`src/rtl/div_repsub_pkg.sv`:
```
// Shared definitions for the repeated-subtraction divider.
//   state_t       : controller state encoding (S_IDLE .. S_DONE)
//   WIDTH_DEFAULT : default operand / quotient / remainder width
// Optional feature macro: DIV_REPSUB_DBZ_EN (adds the dbz flag output).
package div_repsub_pkg;

    localparam int WIDTH_DEFAULT = 16;

    typedef enum logic [2:0] {
        S_IDLE,
        S_LDA,
        S_LDB,
        S_SUB,
        S_DONE
    } state_t;

endpackage

```
`src/rtl/div_repsub_ctrl.sv`:
```
// Controller FSM for the repeated-subtraction divider.
// Ports:
//   clk, rst  : clock, asynchronous active-high reset
//   start     : request level, honoured only in S_IDLE and S_DONE
//   din_zero  : data_in is zero (meaningful in S_LDB for divide-by-zero)
//   a_ge_b    : datapath comparison A >= B
//   lda, ldb  : load strobes for dividend / divisor registers
//   clrq      : initialise the quotient register (in S_LDB)
//   sub       : perform one A <= A - B, Q <= Q + 1 step
//   busy      : registered, high in S_LDA, S_LDB and S_SUB
//   done      : registered, high only in S_DONE
//   dbz       : (DIV_REPSUB_DBZ_EN only) registered divide-by-zero flag
module div_repsub_ctrl
    import div_repsub_pkg::*;
(
    input  logic clk,
    input  logic rst,
    input  logic start,
    input  logic din_zero,
    input  logic a_ge_b,
    output logic lda,
    output logic ldb,
    output logic clrq,
    output logic sub,
    output logic busy,
    output logic done
`ifdef DIV_REPSUB_DBZ_EN
    ,
    output logic dbz
`endif
);

    state_t state_q, state_d;
    logic   busy_q, busy_d;
    logic   done_q, done_d;
`ifdef DIV_REPSUB_DBZ_EN
    logic   dbz_q, dbz_d;
`endif

    // Next-state logic. busy/done are derived from the next state so that
    // they are registered alongside the state and line up with it exactly.
    always_comb begin
        state_d = state_q;
        unique case (state_q)
            S_IDLE:  if (start) state_d = S_LDA;
            S_LDA:   state_d = S_LDB;
            S_LDB:   state_d = din_zero ? S_DONE : S_SUB;
            S_SUB:   if (!a_ge_b) state_d = S_DONE;
            S_DONE:  if (!start) state_d = S_IDLE;
            default: state_d = S_IDLE;
        endcase
        busy_d = (state_d == S_LDA) || (state_d == S_LDB) || (state_d == S_SUB);
        done_d = (state_d == S_DONE);
`ifdef DIV_REPSUB_DBZ_EN
        // Set only when S_DONE is entered straight from S_LDB with a zero
        // divisor; held while parked in S_DONE, dropped on leaving it.
        dbz_d = 1'b0;
        if (state_q == S_LDB && din_zero) begin
            dbz_d = 1'b1;
        end else if (state_q == S_DONE && state_d == S_DONE) begin
            dbz_d = dbz_q;
        end
`endif
    end

    always_ff @(posedge clk or posedge rst) begin
        if (rst) begin
            state_q <= S_IDLE;
            busy_q  <= 1'b0;
            done_q  <= 1'b0;
`ifdef DIV_REPSUB_DBZ_EN
            dbz_q   <= 1'b0;
`endif
        end else begin
            state_q <= state_d;
            busy_q  <= busy_d;
            done_q  <= done_d;
`ifdef DIV_REPSUB_DBZ_EN
            dbz_q   <= dbz_d;
`endif
        end
    end

    // Datapath strobes are decoded from the current state so they act in
    // the same cycle the state is occupied.
    assign lda  = (state_q == S_LDA);
    assign ldb  = (state_q == S_LDB);
    assign clrq = (state_q == S_LDB);
    assign sub  = (state_q == S_SUB) && a_ge_b;

    assign busy = busy_q;
    assign done = done_q;
`ifdef DIV_REPSUB_DBZ_EN
    assign dbz  = dbz_q;
`endif

endmodule

```
`src/rtl/div_repsub.sv`:
```
// Unsigned divider by repeated subtraction: dividend and divisor arrive
// serially on data_in, then B is subtracted from A until A < B.
// Ports:
//   clk, rst            : clock, asynchronous active-high reset
//   start               : request level
//   data_in [WIDTH]     : dividend one cycle, divisor the next
//   quotient [WIDTH]    : Q register, valid while done=1
//   remainder [WIDTH]   : A register, valid while done=1
//   busy, done          : status from the controller
//   dbz                 : divide-by-zero flag, present only when
//                         DIV_REPSUB_DBZ_EN is defined
// Divide by zero yields quotient all-ones and remainder = dividend.
module div_repsub
    import div_repsub_pkg::*;
#(
    parameter int WIDTH = WIDTH_DEFAULT
) (
    input  logic             clk,
    input  logic             rst,
    input  logic             start,
    input  logic [WIDTH-1:0] data_in,
    output logic [WIDTH-1:0] quotient,
    output logic [WIDTH-1:0] remainder,
    output logic             busy,
    output logic             done
`ifdef DIV_REPSUB_DBZ_EN
    ,
    output logic             dbz
`endif
);

    logic [WIDTH-1:0] a_q, a_d;
    logic [WIDTH-1:0] b_q, b_d;
    logic [WIDTH-1:0] q_q, q_d;
    logic             lda, ldb, clrq, sub;
    logic             din_zero;
    logic             a_ge_b;

    assign din_zero = (data_in == '0);
    assign a_ge_b   = (a_q >= b_q);

    div_repsub_ctrl u_ctrl (
        .clk      (clk),
        .rst      (rst),
        .start    (start),
        .din_zero (din_zero),
        .a_ge_b   (a_ge_b),
        .lda      (lda),
        .ldb      (ldb),
        .clrq     (clrq),
        .sub      (sub),
        .busy     (busy),
        .done     (done)
`ifdef DIV_REPSUB_DBZ_EN
        ,
        .dbz      (dbz)
`endif
    );

    // Datapath next values. Loading a zero divisor presets Q to all-ones,
    // which is the divide-by-zero quotient; A then already holds the
    // dividend, which is the required remainder. Q never wraps because it
    // can count at most up to the dividend.
    always_comb begin
        a_d = a_q;
        b_d = b_q;
        q_d = q_q;
        if (lda) begin
            a_d = data_in;
        end
        if (ldb) begin
            b_d = data_in;
        end
        if (clrq) begin
            q_d = din_zero ? {WIDTH{1'b1}} : '0;
        end
        if (sub) begin
            a_d = a_q - b_q;
            q_d = q_q + WIDTH'(1);
        end
    end

    always_ff @(posedge clk or posedge rst) begin
        if (rst) begin
            a_q <= '0;
            b_q <= '0;
            q_q <= '0;
        end else begin
            a_q <= a_d;
            b_q <= b_d;
            q_q <= q_d;
        end
    end

    assign quotient  = q_q;
    assign remainder = a_q;

endmodule

```
`config.mk`:
```
export PLATFORM = sky130hd
export DESIGN_NAME = div_repsub
export DESIGN_NICKNAME = d
export VERILOG_FILES = /design/src/rtl/div_repsub_pkg.sv /design/src/rtl/div_repsub_ctrl.sv /design/src/rtl/div_repsub.sv
export SDC_FILE = /design/constraint.sdc
export NUM_CORES = 1
export LEC_CHECK = 0
export CAP_MARGIN = 20
export CORE_MARGIN = 2
export CORE_UTILIZATION = 59
export DETAILED_ROUTE_END_ITERATION = 8
export MAX_ROUTING_LAYER = met4
export PLACE_DENSITY = 0.84
export SKIP_LAST_GASP = 1
export SLEW_MARGIN = 20
export SYNTH_ARGS = -nofsm -noshare
export SYNTH_HDL_FRONTEND = slang
export SYNTH_SLANG_ARGS = --single-unit
```
`constraint.sdc`:
```
create_clock -name clk -period 6.2 [get_ports clk]
set_clock_uncertainty 0.15 [all_clocks]
set_input_delay 0.62 -clock clk [delete_from_list [all_inputs] [get_ports clk]]
set_output_delay 0.62 -clock clk [all_outputs]
set_load 0.02 [all_outputs]
```
Word-level counts from Yosys, hierarchy flattened
Cells that the tools add are included.
{ "classes": {"add_sub_neg": 2, "multipliers": 0, "div": 0, "n_lt_le_gt_ge": 1, "n_eq_ne": 8, "shifts": 0, "n_mux": 10, "bitwise": 0, "reduce_logical": 7} }
{ "ops": {"columns": ["op", "n"], "rows": [
  ["two-way mux 16 bit", 5],
  ["adder 16 x 1 -> 16 bit (second input constant)", 1],
  [">= comparator 16 bit", 1],
  ["logical NOT 16 bit", 1],
  ["subtractor 16 bit", 1],
  ["one-hot mux 3 bit (5 select lines)", 1],
  ["equality test 3 x 2 -> 1 bit (second input constant)", 4],
  ["two-way mux 3 bit", 4],
  ["equality test 3 x 1 -> 1 bit (second input constant)", 2],
  ["equality test 3 bit (second input constant)", 2],
  ["nonzero test 2 bit", 2],
  ["logical NOT 3 bit", 1],
  ["logical OR 1 bit", 2],
  ["logical AND 1 bit", 1]
]} }
{ "totals": {"ff_bits": 53, "latchBits": 0, "ramBits": 0, "mem_bits_ro": 0, "input_bits": 19, "mem_count": 0} }

Depth between registers and ports, before layout
{ "logic_depth": {"word_depth": 6, "ltp_mapped": 11, "mapped_depth_nobuf": 9} }

Modules after synthesis
Synthesis repeated with hierarchy kept, for this count alone.
{ "unflattened": {"cells_unflattened": 383, "area_unflattened_um2": 3468.3} }
{ "modules_own_cells": {"columns": ["mod", "instances", "cells_each", "area_per_inst_um2"], "rows": [
  ["div_repsub", 1, 358, 3160.5],
  ["div_repsub_ctrl", 1, 25, 307.8]
]} }

Worst setup path after synthesis
OpenSTA, ideal clock, no wires.
{ "synth_path": {"path_type": "reg-to-reg", "from": "register a_q[0], in the netlist remainder[0]", "to": "register q_q[6], in the netlist quotient[6]", "arrival_ps": 2600, "slack_ps": 3324, "stages_incl_launch_ff": 12, "period_less_slack_ps": 2876, "cell_sequence": "dfrtp_1 inv_1 ha_1 fa_1 and2b_1 o22ai_1 a2111o_1 a31o_2 buf_6 buf_4 a31oi_1 nand3_1"} }
{ "synth_via": {"elab_chain_cells": 3, "word_cells_on_any_way": 4, "classes_between": "order compare: 1; mux: 1; reduce/logical: 2"} }
{ "synth_lines": {"columns": ["element", "line", "source"], "rows": [
  ["start, declared", "div_repsub.sv:32", "logic [WIDTH-1:0] a_q, a_d;"],
  ["start signal, assigned", "div_repsub.sv:85", "a_q <= '0;"],
  ["start signal, assigned", "div_repsub.sv:89", "a_q <= a_d;"],
  [">= comparator 16 bit *", "div_repsub.sv:40", "assign a_ge_b = (a_q >= b_q);"],
  ["logical AND 1 bit *", "div_repsub_ctrl.sv:89", "assign sub = (state_q == S_SUB) && a_ge_b;"],
  ["two-way mux 16 bit or nonzero test 2 bit (tied branches)", null, null],
  ["end signal, assigned", "div_repsub.sv:91", "q_q <= q_d;"],
  ["end, declared", "div_repsub.sv:34", "logic [WIDTH-1:0] q_q, q_d;"]
]} }
Every way passes the cells marked *; elsewhere a longest branch is shown, timed or not.
A chain may end at the register's enable or synchronous reset.

Worst setup path after layout
{ "layout_path": {"from": "register a_q[0], in the netlist remainder[0]", "to": "register q_q[0], in the netlist quotient[0]"} }
The elaborated chain is that of the path after synthesis.

==> flow_summary.json <==
{
  "antenna_found_initial": 0,
  "clk_latency_ps": 300,
  "slowest_stage": "a31oi_2",
  "diodes": 0,
  "arrival_ps": 3380,
  "synth_warnings": 0,
  "final_area_mm2": 0.00408,
  "grt_pass1_wl_um": 14100,
  "hold_buffers": 0,
  "cp_top_family": "compound AO/OA/AOI/OAI gates",
  "synth_nets": 439,
  "layout.nets": 481,
  "synth_top_area_share": 0.386,
  "finalMaxSlewViolations": 0,
  "die_h_um": 80.3,
  "netlist_top_cells_count": "dfrtp_1, nand2_1, o21ai_0",
  "track_usage": 0.285,
  "critPathMaxStageDelay_ps": 530,
  "drt_iter0_drc": 295,
  "grt_overflow": 0,
  "post_cts_resized": 0,
  "hpwl_um": 6210,
  "pin_count": 53,
  "die_area_mm2": 0.00644,
  "leakagePower_uw": 0.00168,
  "startpoint": "remainder[0]",
  "rows": 27,
  "nFillCells": 459,
  "rsz0062_at_grt": "false",
  "holdWs_ps": 347,
  "synth-main-ff-cell": "dfrtp_1",
  "grt_max_degree": 36,
  "async_reset_ff_frac": 1.00,
  "synthCells": 402,
  "vias_per_cell": 6.31,
  "syn_avg_cell_area_um2": 8.54,
  "drive_gt1_frac": 0.0517,
  "worstPathCellList": "inv_1 -> ha_1 -> fa_1 -> and2b_1 -> o22ai_1 -> a2111o_1 -> a31oi_2 -> buf_4 -> nor3_1 -> a31oi_1",
  "cts.sinks": 53,
  "place_ws_ps": 2940,
  "end_kind": "flop",
  "crit_buf_inv": 2,
  "cts_tree": "yes",
  "cts_root_buf": "clkbuf_8",
  "cts_buffers": 5,
  "hp-class": "flop to flop",
  "port_buffers": 52,
  "dr.pass1.iters": 5,
  "ys_seq_elements": 53,
  "setup_viol": 0,
  "core_mm2": 0.00557,
  "power_density_mw_per_mm2": 610,
  "ys_types": 52,
  "cts_max_path_buffers": 2,
  "wirelength_um": 8480,
  "fin_ws_ps": 2900,
  "r2r_setup_slack_ps": 2900,
  "start_util": 0.616,
  "crit_type": "flop to flop",
  "cts.htree.levels": 2,
  "hold_viol": 0,
  "synth-edff-count": 0,
  "worst_pin_slew_ps": 908,
  "area_delta_synth_final_pct": 18.8,
  "post-synth-top-count-cell": "dfrtp_1",
  "cts_setup_buffers": 0,
  "holdCritStartpoint": "b_q[0]",
  "ir_drop_v": 0.000406,
  "cp-start-kind": "flop",
  "place_area_mm2": 0.00400,
  "status": "finished clean",
  "clk_pin_slew_ps": 90,
  "finalCritPeriodShare": 0.532,
  "netlist_area_mm2": 0.00343,
  "grt_pass1_vias": 3040,
  "path_max_fanout": 26,
  "vias": 3260,
  "die_w_um": 80.3,
  "slew_headroom": 0.393,
  "max_freq_mhz": 303,
  "tns_ps": 0,
  "avgRoutedWirePerCell_um": 16.4,
  "cap_violations": 0,
  "final_antenna_net_count": 0,
  "synth_area_leaders": "dfrtp_1, ha_1, o21ai_0, nand2_1, nand3_1",
  "post-route-drc-count": 0,
  "min_period_ps": 3300,
  "reg2reg_from": "remainder[0]",
  "worstPathRequired_ps": 6280,
  "yosysTopAreaCell": "dfrtp_1",
  "gp_congestion": 0.944,
  "ys_seq_area_frac": 0.386
}
==> cell usage in the layout (no fill, tap or decap), types with 2 or more instances in the layout <==
cell type,netlist,layout
clkbuf_8,0,5
mux2i_1,7,7
o21ai_0,37,37
a31o_2,2,2
inv_1,24,23
a21o_1,2,2
nor4_1,5,5
o31a_1,3,3
a2111o_1,2,2
o21a_1,2,2
a211oi_1,10,10
nor2_1,19,18
a21oi_1,20,20
buf_4,2,3
a311o_1,2,2
dfrtp_1,53,53
nor3b_1,3,2
nand2b_1,7,7
clkinv_2,0,2
a221o_1,2,2
o211ai_1,3,3
a31oi_1,17,16
nor2b_1,9,9
ha_1,17,17
nand3b_1,3,3
nor3_1,4,4
or2_2,2,2
xnor2_1,10,10
or3_1,12,12
nand4_1,6,6
clkdlybuf4s50_1,0,52
nand2_1,44,44
nand3_1,28,28
o22ai_1,3,3
and3_1,6,6
==> per-stage QoR <==
step | instances | total power [µW] | util
6_report | 517 | 2490 | 0.732
5_1_grt | 517 | 2700 | 0.732
4_1_cts | 517 | 2470 | 0.732
3_5_place_dp | 509 | 2270 | 0.717
3_3_place_gp | 508 | 2210 | 0.713
2_1_floorplan | 402 | 1830 | -
==> registers in the layout, summed over array words and instances (netlist names) <==
name / flops
u_ctrl.state_q: 3
u_ctrl.done: 1
quotient: 16
u_ctrl.busy: 1
remainder: 16
b_q: 16
==> cells by family after synthesis <==
| family | synth area share |
|---|---|
| adder cells (fa/ha/maj) | 0.0678 |
| XOR/XNOR | 0.0255 |
| AND/OR/NAND/NOR | 0.228 |
| AO/OA/AOI/OAI | 0.212 |
| multiplexers | 0.0237 |
| flip-flops | 0.386 |
| buffers and inverters | 0.0561 |
==> power breakdown <==
| group | internal (µW) | switching (µW) |
|---|---|---|
| Combinational | 716 | 993 |
| Sequential | 486 | 104 |
| Clock | 78.7 | 113 |
| Total | 1280 | 1210 |
==> layer usage <==
metal  wire length (µm)  track usage
met2               4080        0.445
met1               3900        0.394
met4                 88       0.0831
met3                415       0.0360
met5                  0            -
==> area by class of cell <==
class                      count  area, µm²  area share
inverter                      24       90.1      0.0221
clock inverter                 2       10.0     0.00245
timing repair buffer          56        563       0.138
clock buffer                   6       72.6      0.0178
multi-input combinational    304       1930       0.472
tap                           72       90.1      0.0221
sequential                    53       1330       0.325
==> worst min-delay path, delay by kind of cell, from the launching register on <==
kind / cells / cell delay, ps
AND/OR/NAND/NOR: 2 / 110
flip-flops: 1 / 360
==> path summary, 6_finish.rpt <==
| path | endpoint | depth (start not counted) |
|---|---|---|
| max in group asynchronous | b_q[12] | 3 |
| setup reg to reg | quotient[0] | 10 |
| hold / removal | b_q[0] | 2 |
| min in group asynchronous | b_q[5] | 2 |
| setup / recovery | quotient[0] | 10 |
| hold reg to reg | b_q[0] | 2 |
No activity file was read; power rests on OpenSTA's default activity.
